[config.mk]
export PLATFORM = sky130hd
export DESIGN_NAME = pc_unit
export DESIGN_NICKNAME = d
export VERILOG_FILES = /design/src/rtl/pc_pkg.sv /design/src/rtl/pc_ras.sv /design/src/rtl/pc_unit.sv
export SDC_FILE = /design/constraint.sdc
export NUM_CORES = 1
export LEC_CHECK = 0
export ABC_AREA = 0
export ABC_CLOCK_PERIOD_IN_PS = 1700
export BUFFER_PORTS_ARGS = -buffer_cell sky130_fd_sc_hd__buf_2
export CELL_PAD_IN_SITES_DETAIL_PLACEMENT = 2
export CELL_PAD_IN_SITES_GLOBAL_PLACEMENT = 2
export CORE_MARGIN = 1.5
export CORE_UTILIZATION = 25
export CTS_BUF_LIST = sky130_fd_sc_hd__clkbuf_4 sky130_fd_sc_hd__clkbuf_8
export CTS_CLUSTER_DIAMETER = 40
export CTS_CLUSTER_SIZE = 14
export DETAILED_ROUTE_END_ITERATION = 8
export GPL_TIMING_DRIVEN = 0
export PLACE_DENSITY_LB_ADDON = 0.1
export SLEW_MARGIN = 10
export SYNTH_ARGS = -nofsm -noshare
export SYNTH_HDL_FRONTEND = slang
export SYNTH_SLANG_ARGS = --single-unit
[constraint.sdc]
create_clock -name clk -period 1.7 [get_ports clk]
set_input_delay 0.425 -clock clk [delete_from_list [all_inputs] [get_ports clk]]
set_output_delay 0.425 -clock clk [all_outputs]
set_load 0.05 [all_outputs]
[src/rtl/pc_pkg.sv]
// Shared constants and types for the program-counter unit.
// Holds the instruction size and the next-PC source select enum.
package pc_pkg;

    localparam int ILEN_BYTES = 4;

    typedef enum logic [2:0] {
        SEL_TRAP,
        SEL_REDIRECT,
        SEL_HOLD,
        SEL_RAS,
        SEL_SEQ
    } pc_sel_e;

endpackage

[src/rtl/pc_ras.sv]
// Circular return-address stack; a push on a full stack overwrites the oldest entry.
// Ports: clk, reset_n, push/pop/push_data in, top/empty/full out.
module pc_ras #(
    parameter int XLEN      = 32,
    parameter int RAS_DEPTH = 4
) (
    input  logic            clk,
    input  logic            reset_n,
    input  logic            push,
    input  logic            pop,
    input  logic [XLEN-1:0] push_data,
    output logic [XLEN-1:0] top,
    output logic            empty,
    output logic            full
);

    localparam int PW = $clog2(RAS_DEPTH);
    localparam logic [PW:0] DEPTH_C = (PW+1)'(RAS_DEPTH);

    logic [XLEN-1:0] mem_q [RAS_DEPTH];
    logic [XLEN-1:0] mem_d [RAS_DEPTH];
    logic [PW-1:0]   sp_q, sp_d;
    logic [PW:0]     cnt_q, cnt_d;
    logic [PW-1:0]   top_idx;
    logic            pop_ok;

    // sp points at the next free slot; the top lives one below it.
    assign top_idx = sp_q - 1'b1;
    assign top     = mem_q[top_idx];
    assign empty   = (cnt_q == '0);
    assign full    = (cnt_q == DEPTH_C);
    assign pop_ok  = pop && !empty;

    always_comb begin
        mem_d = mem_q;
        sp_d  = sp_q;
        cnt_d = cnt_q;
        if (push && pop_ok) begin
            // Pop then push collapses to replacing the top in place.
            mem_d[top_idx] = push_data;
        end else if (push) begin
            mem_d[sp_q] = push_data;
            sp_d        = sp_q + 1'b1;
            if (!full) begin
                cnt_d = cnt_q + 1'b1;
            end
        end else if (pop_ok) begin
            sp_d  = sp_q - 1'b1;
            cnt_d = cnt_q - 1'b1;
        end
    end

    always_ff @(posedge clk or negedge reset_n) begin
        if (!reset_n) begin
            for (int i = 0; i < RAS_DEPTH; i++) begin
                mem_q[i] <= '0;
            end
            sp_q  <= '0;
            cnt_q <= '0;
        end else begin
            mem_q <= mem_d;
            sp_q  <= sp_d;
            cnt_q <= cnt_d;
        end
    end

endmodule

[src/rtl/pc_unit.sv]
// Program counter with trap/redirect/stall priority and optional return-address stack.
// Ports: clk, reset_n, stall, redirect_valid/pc, trap_valid/vector, call, ret in;
// current_pc, misaligned, ras_empty, ras_full out. RAS built when PC_UNIT_RAS_EN is defined.
module pc_unit
    import pc_pkg::*;
#(
    parameter int              XLEN         = 32,
    parameter logic [XLEN-1:0] RESET_VECTOR = '0,
    parameter int              RAS_DEPTH    = 4
) (
    input  logic            clk,
    input  logic            reset_n,
    input  logic            stall,
    input  logic            redirect_valid,
    input  logic [XLEN-1:0] redirect_pc,
    input  logic            trap_valid,
    input  logic [XLEN-1:0] trap_vector,
    input  logic            call,
    input  logic            ret,
    output logic [XLEN-1:0] current_pc,
    output logic            misaligned,
    output logic            ras_empty,
    output logic            ras_full
);

    logic [XLEN-1:0] current_pc_q, current_pc_d;
    logic            misaligned_q, misaligned_d;
    logic [XLEN-1:0] seq_pc;
    logic [XLEN-1:0] ras_top;
    logic            ras_push;
    logic            ras_pop;
    pc_sel_e         sel;

    assign seq_pc     = current_pc_q + XLEN'(ILEN_BYTES);
    assign current_pc = current_pc_q;
    assign misaligned = misaligned_q;

    always_comb begin
        sel = SEL_SEQ;
        if (trap_valid) begin
            sel = SEL_TRAP;
        end else if (redirect_valid) begin
            sel = SEL_REDIRECT;
        end else if (stall) begin
            sel = SEL_HOLD;
        end else if (ret && !ras_empty) begin
            sel = SEL_RAS;
        end
    end

    // Stack ops only happen on cycles that fetch down the predicted path.
    assign ras_pop  = (sel == SEL_RAS);
    assign ras_push = call && ((sel == SEL_RAS) || (sel == SEL_SEQ));

    always_comb begin
        current_pc_d = seq_pc;
        misaligned_d = 1'b0;
        unique case (sel)
            SEL_TRAP:     current_pc_d = {trap_vector[XLEN-1:2], 2'b00};
            SEL_REDIRECT: begin
                current_pc_d = {redirect_pc[XLEN-1:2], 2'b00};
                misaligned_d = |redirect_pc[1:0];
            end
            SEL_HOLD:     current_pc_d = current_pc_q;
            SEL_RAS:      current_pc_d = ras_top;
            SEL_SEQ:      current_pc_d = seq_pc;
            default:      current_pc_d = seq_pc;
        endcase
    end

    always_ff @(posedge clk or negedge reset_n) begin
        if (!reset_n) begin
            current_pc_q <= RESET_VECTOR;
            misaligned_q <= 1'b0;
        end else begin
            current_pc_q <= current_pc_d;
            misaligned_q <= misaligned_d;
        end
    end

`ifdef PC_UNIT_RAS_EN
    pc_ras #(
        .XLEN      (XLEN),
        .RAS_DEPTH (RAS_DEPTH)
    ) u_ras (
        .clk       (clk),
        .reset_n   (reset_n),
        .push      (ras_push),
        .pop       (ras_pop),
        .push_data (seq_pc),
        .top       (ras_top),
        .empty     (ras_empty),
        .full      (ras_full)
    );
`else
    logic unused_ras;
    assign unused_ras = ras_push ^ ras_pop;
    assign ras_top    = '0;
    assign ras_empty  = 1'b1;
    assign ras_full   = 1'b0;
`endif

endmodule

# Yosys cells after proc, flatten, opt, wreduce, memory -nomap -nowiden
# Index checks and enable logic that the tools add are counted.
# word_totals
reg_bits	33
input_bits	71
output_inout_bits	35
wordCells	13
# op_classes
add_sub_neg	1
n_eq_ne	3
n_mux	5
n_reduce_logical	2
# ops
cell	n
one-hot mux 32 bit (4 select lines)	1
adder 32 x 3 -> 32 bit, second input constant	1
2-to-1 mux 3 bit	3
equality test 3 x 2 -> 1 bit, second input constant	2
equality test 3 x 1 -> 1 bit, second input constant	1
logical NOT 3 bit	1
OR reduction 2 bit	1
2-to-1 mux 1 bit	1

# Depth between registers and ports, before layout
# Gate-level depths: netlist of the first run.
# depth
ltp_word	5
ltp_mapped	7
depth_no_buf	5

# Least setup slack after synthesis of the first run
# OpenSTA, ideal clock, no wires.
# synth_timing
path_kind	flip-flop to flip-flop
start	register current_pc_q[2] (netlist: current_pc[2])
end	register current_pc_q[18] (netlist: current_pc[18])
setup_time_ns	0.130
t_arrival_ns	1.947
required_time_ns	1.570
slack_ns	-0.377
stages_incl_launch_ff	7
n_path_buf	1
synth_period_minus_slack_ns	2.077
path_cell_list	dfrtp_1 > ha_1 > and3_1 > clkbuf_1 > nand4_2 > o41ai_1 > a21oi_1
# synth_between
elab_chain_cells	2
# synth_lines
item	line	source
start: declaration	pc_unit.sv:26	logic [XLEN-1:0] current_pc_q, current_pc_d;
start signal: assignment	pc_unit.sv:76	current_pc_q <= current_pc_d;
adder 32 x 3 -> 32 bit	pc_unit.sv:34	assign seq_pc = current_pc_q + XLEN'(ILEN_BYTES);
one-hot mux 32 bit (4 select lines)	pc_unit.sv:58	unique case (sel)
# Every way passes these cells.
# A chain may end at the register's enable or synchronous reset.

# Worst setup path after layout of the first run
# layout_timing
start	register current_pc_q[16] (netlist: current_pc[16])
end	register current_pc_q[27] (netlist: current_pc[27])
# Same word-level chain as after synthesis.

==> results of run 1 <==
placed cells by master (no fill, tap or decap), drive strengths merged, types with 3 or more instances in the layout:
master / count
a311oi: 8
nand2: 23
nand4: 9
a22o: 7
nand2b: 3
a21oi: 18
o21ai: 15
nor2b: 3
a221o: 3
clkbuf: 16
or3: 4
buf: 133
inv: 7
mux2i: 8
nor4: 11
or2: 3
nor2: 22
nor3: 10
o31ai: 5
and2: 4
a31oi: 3
a22oi: 12
o22ai: 9
a2bb2oi: 8
and3: 4
conb: 4
o211a: 3
nand3b: 3
dfrtp: 31
a211oi: 8
nor3b: 5
nand3: 11
registers in the layout, indices dropped and copies added, names as in the netlist:
name,cells
current_pc,30
misaligned,1
layout make-up:
cell class | instances | area (µm²)
Buffer | 25 | 160
Timing Repair Buffer | 116 | 651
Fill cell | 1143 | 5990
Sequential cell | 31 | 813
Tap cell | 133 | 166
Inverter | 7 | 26.3
Multi-Input combinational cell | 247 | 1910
Clock buffer | 8 | 104
where the power goes:
part	total [µW]	switching, µW	leakage, µW	internal, µW
logic	1090	722	0.00127	372
registers	989	150	0.000360	839
clock network	715	328	0.0000549	386
total	2800	1200	0.00168	1600
through the flow:
stage               power (µW)  setup TNS [ns]
floorplan                 1640         -0.0661
finish                    2800         -0.0834
CTS                       2730          -0.154
global route              2920          -0.545
detailed placement        1980          -10.77
global placement          1950          -10.09
cell families after synthesis:
group	after synthesis	share of synthesized area, %
AOI/OAI and AO/OA	110	31.1
and+or+nand+nor	120	27.2
muxes	10	4.02
adders and majority gates	1	0.490
buffers and inverters	33	6.13
DFF	31	30.4
other	2	0.294
xor gates and xnor gates	1	0.343
layer usage:
| layer | up-vias | global-route usage [%] | wire length (µm) |
|---|---|---|---|
| li1 | 1446 | - | - |
| met1 | 1623 | 29.2 | 5760 |
| met2 | 87 | 38.5 | 6120 |
| met3 | 10 | 3.26 | 502 |
| met4 | 0 | 7.24 | 108 |
| met5 | - | 0 | 0 |
path summary, 6_finish.rpt:
check                               start             end  slack (ns)  cells past startpoint
min reg2reg                current_pc[18]  current_pc[18]        0.59                      2
max in group asynchronous         reset_n   current_pc[2]        0.87                      1
min in group clk           redirect_pc[0]      misaligned        0.33                      2
max reg2reg                current_pc[16]  current_pc[27]       -0.04                      5
max                        current_pc[16]  current_pc[27]       -0.04                      5
min                               reset_n  current_pc[25]        0.22                      1
worst max-delay path, delay by kind of cell (launching register included):
kind,cells,cell delay [ns]
compound gates,1,0.10
flops,1,0.38
buf+inv,1,0.17
simple gates,3,0.96
what timing repair did:
action	in CTS	in global routing
pin swaps	3	5
endpoints found under the setup margin	25	18
hold buffers	0	0
buffers inserted	8	12
gates cloned	1	0
resized for setup	23	27
==> impl_metrics.toml, run 1 <==
[sta]
fin_crit_ns = 1.74
skew_ns = 0.00624
maxSlewViolCount = 0
rsz0062_at_grt = "true"
fin_crit_sh_pct = 102
setup_viol = 3
finalHoldViolCount = 0
fin_ws_ns = -0.0378
hold_slack_ns = 0.225
fmax_mhz = 575
worst_slew_pin_slew_ns = 0.834
relSlewSlack_pct = 44.4

[setup_path]
path_max_fanout = 5
cp_data_arrival_time_ns = 1.92
slowest_stage = "or4_4"
cp.required_ns = 1.88
critPathLaunchType = "register"
critPathMaxStageDelay_ns = 0.63
critical_path_class = "register to register"
crit_path_end_kind = "register"
worstPathCellList = "nand4_1 > buf_6 > or4_4 > nor4_4 > a211oi_2"

[finish]
antenna_cells = 0
area_delta_synth_final_pct = 50.3
final_util_pct = 39.0
final_cells = 567
layout-drive-gt1-share_pct = 50.2
design_area_um2 = 3830
nets = 505

[clock_tree]
clk-insertion-delay-late_ns = 0.30
cts.sinks = 31
cts.reportedPaths.clkPinSlew_ns = 0.08
cts_root_buf = "clkbuf_8"
clock_path_buffers = 2
cts_tree = "built"
htree_levels = 2
cts-buffers-inserted = 5

[floorplanning]
initial_core_util_pct = 26.0
core_um2 = 9820
die_area_um2 = 10800
die_h_um = 104
fp.dieW_um = 104
row_count = 36
io_pins = 106

[run]
drv_cap = 0

[synthesis]
yosysMostFrequentCell = "dfrtp_1"
synth_commonest_cells = "dfrtp_1, nand2_1, nor2_1"
syn_avg_cell_area_um2 = 8.28
synthCells = 308
synth_edf_count = 0
synthTopCellsByArea = "dfrtp_1, a21oi_1, a22oi_1, nand2_1, nor2_1"
synth-async-reset-ratio_pct = 100
synth-seq-cells = 31
ys_seq_area_share_pct = 30.4
synth_area_um2 = 2550
synth_cell_types = 56
synthFlopType = "dfrtp_1"
yosys_warnings = 0
synth_top_area_share_pct = 30.4
yosysTopAreaCell = "dfrtp_1"

[power_and_ir_drop]
power.density_nw_per_um2 = 730
leakagePower_uw = 0.00168
ir_drop_uv = 262

[status]
status = "finished with violations"
violations = "setup timing"

[place]
io_buffers = 96
place_area_um2 = 3310
dp.cells = 539
post-dp-hpwl_um = 8550
place_ws_ns = -0.625
routabilityCongestion = 0.798

[route]
avgRoutedWirePerCell_um = 22.0
drt_drc_violations_left = 0
via_per_inst = 5.58
wirelength_um = 12500
drt_iter0_drc = 138
vias = 3166
ant_nets = 0
firstDrtPassIters = 4

[grt]
overflow = 0
grt_max_degree = 32
grt_pass1_vias = 3309
antenna_found_initial = 0
grt_use_total_pct = 22.5
grt_pass1_wl_um = 18900

[min_path]
hold_class = "primary input to asynchronous set/reset pin"
(Power assumes the default switching activity.)
==> run 2: changes to the inputs <==
--- a/config.mk
+++ b/config.mk
@@ -23,2 +23,3 @@
 export SYNTH_HDL_FRONTEND = slang
 export SYNTH_SLANG_ARGS = --single-unit
+export TNS_END_PERCENT = 30
==> constraint.sdc (replaced) <==
create_clock -name clk -period 1.7 [get_ports clk]
set_input_delay 0.17 -clock clk [delete_from_list [all_inputs] [get_ports clk]]
set_output_delay 0.17 -clock clk [all_outputs]
set_load 0.05 [all_outputs]
==> run 2 against run 1 <==
Effect of this change: design area down 4.4%; cell count fell by 1.6%; setup slack better by 0.068 ns; highest routed layer unchanged; sequential power is essentially flat; the flow finishes with violations (hold timing); clock-buffer cell count unchanged; register-to-register slack improved by 0.07 ns; hold slack got worse by 0.25 ns; sequential share of layout area grew 0.99 points.
==> impl_metrics.toml, run 2 (synthesized netlist as in run 1, its figures left out) <==
[status]
status = "finished with violations"
violations = "hold timing"

[finish]
final_common_cell = "buf_2"
final_cells = 558
largest_register_ffs = 30
mostFrequentLayoutCells = "buf_2, dfrtp_2, nand2_1"
antenna_cells = 0
layout-drive-gt1-share_pct = 47.3
design_area_um2 = 3660
area_delta_synth_final_pct = 43.6
nets = 496

[setup_path]
cp.required_ns = 1.87
critical_path_class = "register to register"
critical_path_buf_inv_count = 0
slowest_stage = "or4_4"
critPathLaunchType = "register"
critPathMaxStageDelay_ns = 0.65
crit_path_end_kind = "register"
path_max_fanout = 6
cp_data_arrival_time_ns = 1.84
crit_family = "simple AND/OR/NAND/NOR gates"
worstPathCellList = "nand4_4 > or4_4 > nor3b_2 > a211oi_1"

[sta]
setup_viol = 0
relSlewSlack_pct = 43.6
rsz0062_at_grt = "true"
fmax_mhz = 599
worst_slew_pin_slew_ns = 0.846
fin_crit_sh_pct = 98.2
maxSlewViolCount = 0
hold_slack_ns = -0.0224
fin_crit_ns = 1.67
skew_ns = 0.00802
finalHoldViolCount = 31

[route]
firstDrtPassIters = 4
avgRoutedWirePerCell_um = 21.2
ant_nets = 0
wirelength_um = 11800
vias = 3073
drt_drc_violations_left = 0
drt_iter0_drc = 106
via_per_inst = 5.51

[power_and_ir_drop]
leakagePower_uw = 0.00158
comb_power_share_pct = 38.4
p_seq_share_pct = 36.9
power.density_nw_per_um2 = 734
p_int_uw = 1520
ir_drop_uv = 290
netSwitchingPower_uw = 1170
p_sw_share_pct = 43.5
clockPowerShare_pct = 24.7

[clock_tree]
cts_tree = "built"
cts_root_buf = "clkbuf_8"
cts-hold-fix-buffers = 0
cts.sinks = 31
clock_path_buffers = 2
htree_levels = 2
cts-buffers-inserted = 5
clk-insertion-delay-late_ns = 0.30
cts.reportedPaths.clkPinSlew_ns = 0.07

[grt]
antenna_found_initial = 0
grt_pass1_vias = 3315
grt_pass1_wl_um = 18600
grt_busiest_layer = "met2"
grt_use_met2_pct = 37.4
grt_max_degree = 32
grt_use_total_pct = 22.0
overflow = 0
grt_use_met3_pct = 3.57
gr-usage-met1_pct = 28.5

[floorplanning]
die_h_um = 104
core_um2 = 9820
row_count = 36
initial_core_util_pct = 26.0
die_area_um2 = 10800
fp.dieW_um = 104
io_pins = 106

[run]
drv_cap = 0

[place]
routabilityCongestion = 0.837
dp.cells = 539
place_area_um2 = 3290
post-dp-hpwl_um = 8410
io_buffers = 96

[min_path]
hold_class = "primary input to asynchronous set/reset pin"
==> run 2: routing by layer <==
| layer | wire [µm] | vias to the layer above |
|---|---|---|
| li1 | - | 1435 |
| met1 | 5290 | 1537 |
| met2 | 5800 | 86 |
| met3 | 596 | 15 |
| met4 | 166 | 0 |
| met5 | 0 | - |
==> run 2: repair_timing <==
| item | in CTS | in global routing |
|---|---|---|
| pin swaps | 6 | 6 |
| gates cloned | 1 | 0 |
| gates resized for setup | 17 | 21 |
| setup buffers | 4 | 7 |
| setup endpoints to repair | 20 | 21 |
==> run 2: through the flow <==
step                util [%]  setup slack (ns)  power (µW)  setup TNS (ns)  hold slack (ns)
finish                  37.3            0.0299        2690               0          -0.0224
global route            37.3           -0.0352        2810         -0.0946           0.0389
CTS                     35.9           -0.0400        2660          -0.110          0.00584
detailed placement      33.5            -0.365        1980           -5.36            0.322
global placement        33.5            -0.384        1950           -5.04            0.315
floorplan                  -           -0.0357        1640          -0.170           -0.126
==> run 2: power by group through the flow <==
stage / registers, µW / clock network [µW] / logic, µW
floorplan: 1270 / 0 / 367
global placement: 997 / 0 / 950
detailed placement: 1000 / 0 / 974
CTS: 983 / 675 / 1000
global route: 1010 / 693 / 1110
finish: 991 / 664 / 1030
==> run 2: area by class of cell <==
class	instances	area, µm²
clock buffers	8	91.3
plain buffers	25	140
repair buffers	107	579
multi-input cells	247	1850
well taps	133	166
inverters	7	26.3
flip-flops and latches	31	813
fillers	1161	6160
==> run 2: path summary, 6_finish.rpt <==
kind / start / end / slack [ns] / cells after the start
setup / recovery: current_pc[2] / current_pc[25] / 0.03 / 4
hold / removal: reset_n / current_pc[25] / -0.02 / 1
setup reg to reg: current_pc[2] / current_pc[25] / 0.03 / 4
hold reg to reg: current_pc[18] / current_pc[18] / 0.58 / 2
max in group asynchronous: reset_n / current_pc[2] / 1.10 / 1
min in group clk: redirect_pc[0] / misaligned / 0.08 / 2
==> run 3: changes to the inputs <==
Settings changed: HOLD_SLACK_MARGIN set to 0.1.
==> run 3 against run 2 <==
Effect of this change: the flow now finishes without violations; sequential cell count unchanged; clock-buffer cell count did not move; hold slack better by 0.14 ns; combinational power barely moved; global-route usage up 0.066 points; clock skew hardly changed; non-clock buffer count grew 3; sequential share of layout area fell by 0.19 points; cell count increased by 0.54%; die area unchanged; core utilization grew 0.32 points.
==> impl_metrics.toml, run 3 (synthesized netlist as in run 1, its figures left out) <==
[status]
status = "complete, no violations"

[setup_path]
critical_path_class = "register to register"
critical_path_buf_inv_count = 0
crit_family = "simple AND/OR/NAND/NOR gates"
path_max_fanout = 5
cp_data_arrival_time_ns = 1.87
slowest_stage = "or4_4"
worstPathCellList = "nand4_4 > or4_4 > nor3b_2 > a211oi_1"
crit_path_end_kind = "register"
critPathLaunchType = "register"
cp.required_ns = 1.87
critPathMaxStageDelay_ns = 0.66

[clock_tree]
cts.sinks = 31
clk-insertion-delay-late_ns = 0.30
clock_path_buffers = 2
htree_levels = 2
cts_tree = "built"
cts-buffers-inserted = 5
cts_root_buf = "clkbuf_8"
cts.reportedPaths.clkPinSlew_ns = 0.07

[power_and_ir_drop]
leakagePower_uw = 0.00161
power.density_nw_per_um2 = 727
ir_drop_uv = 289

[min_path]
hold_class = "primary input to register"

[route]
wirelength_um = 11900
drt_iter0_drc = 138
avgRoutedWirePerCell_um = 21.1
via_per_inst = 5.51
vias = 3092
ant_nets = 0
firstDrtPassIters = 4
drt_drc_violations_left = 0

[sta]
worst_slew_pin_slew_ns = 0.806
maxSlewViolCount = 0
skew_ns = 0.00797
fin_ws_ns = 0.00403
fin_crit_sh_pct = 99.8
fmax_mhz = 590
hold_slack_ns = 0.113
setup_viol = 0
finalHoldViolCount = 0
relSlewSlack_pct = 46.2
rsz0062_at_grt = "true"
fin_crit_ns = 1.70

[place]
io_buffers = 96
place_ws_ns = -0.365
place_area_um2 = 3290
post-dp-hpwl_um = 8410
routabilityCongestion = 0.837

[grt]
grt_pass1_wl_um = 18700
antenna_found_initial = 0
overflow = 0
grt_max_degree = 32
grt_pass1_vias = 3325
grt_use_total_pct = 22.1

[floorplanning]
row_count = 36
die_area_um2 = 10800
core_um2 = 9820
io_pins = 106
die_h_um = 104
initial_core_util_pct = 26.0
fp.dieW_um = 104

[finish]
nets = 499
final_common_cell = "buf_2"
design_area_um2 = 3690
layout-drive-gt1-share_pct = 47.0
area_delta_synth_final_pct = 44.8
mostFrequentLayoutCells = "buf_2, dfrtp_2, nand2_1"
antenna_cells = 0
final_util_pct = 37.6
largest_register_ffs = 30

[run]
drv_cap = 0
run 3: cell types whose count changed in the layout (fill, tap and decap cells not counted), sizes merged:
cell / before / now
dlygate4sd3: 0 / 3
run 3: final cells by class:
class	instances	area, µm²
Fill cell	1159	6120
Multi-Input combinational cell	247	1860
Sequential cell	31	813
Timing Repair Buffer	110	606
Tap cell	133	166
Buffer	25	136
Clock buffer	8	91.3
Inverter	7	26.3
run 3: where the power goes:
group,total (µW),internal (µW),switching (µW)
Combinational,1040,342,693
Sequential,991,839,152
Clock,659,340,319
run 3: metrics by stage:
stage	total power (µW)	cells	TNS, ns
after CTS	2670	554	-0.110
after floorplan	1640	310	-0.170
after global placement	1950	539	-5.04
after detailed placement	1980	539	-5.36
final	2690	561	0
after global routing	2820	561	-0.229
run 3: repair_timing:
action | CTS | global route
pin swaps | 6 | 5
setup buffers | 4 | 7
hold buffers | 3 | 0
endpoints found under the setup margin | 20 | 21
gates resized for setup | 17 | 19
gates cloned | 1 | 0
hold endpoints to repair | 32 | 0
run 3: per-layer routing:
layer / track usage, % / vias to the layer above / share of wire (%)
met1: 28.5 / 1552 / 44
met2: 37.6 / 93 / 49
met4: 6.85 / 0 / 1.4
met5: 0 / - / 0
met3: 3.51 / 13 / 4.9
li1: - / 1434 / -
run 3: final timing paths:
path / from / to / slack (ns) / cells after the start
max in group asynchronous: reset_n / current_pc[2] / 0.60 / 2
min in group asynchronous: reset_n / current_pc[25] / 0.50 / 2
worst min register to register: current_pc[18] / current_pc[18] / 0.58 / 2
worst max-delay path: current_pc[2] / current_pc[25] / 0.004 / 4
worst min-delay path: trap_vector[2] / current_pc[2] / 0.11 / 2
worst max register to register: current_pc[2] / current_pc[25] / 0.004 / 4
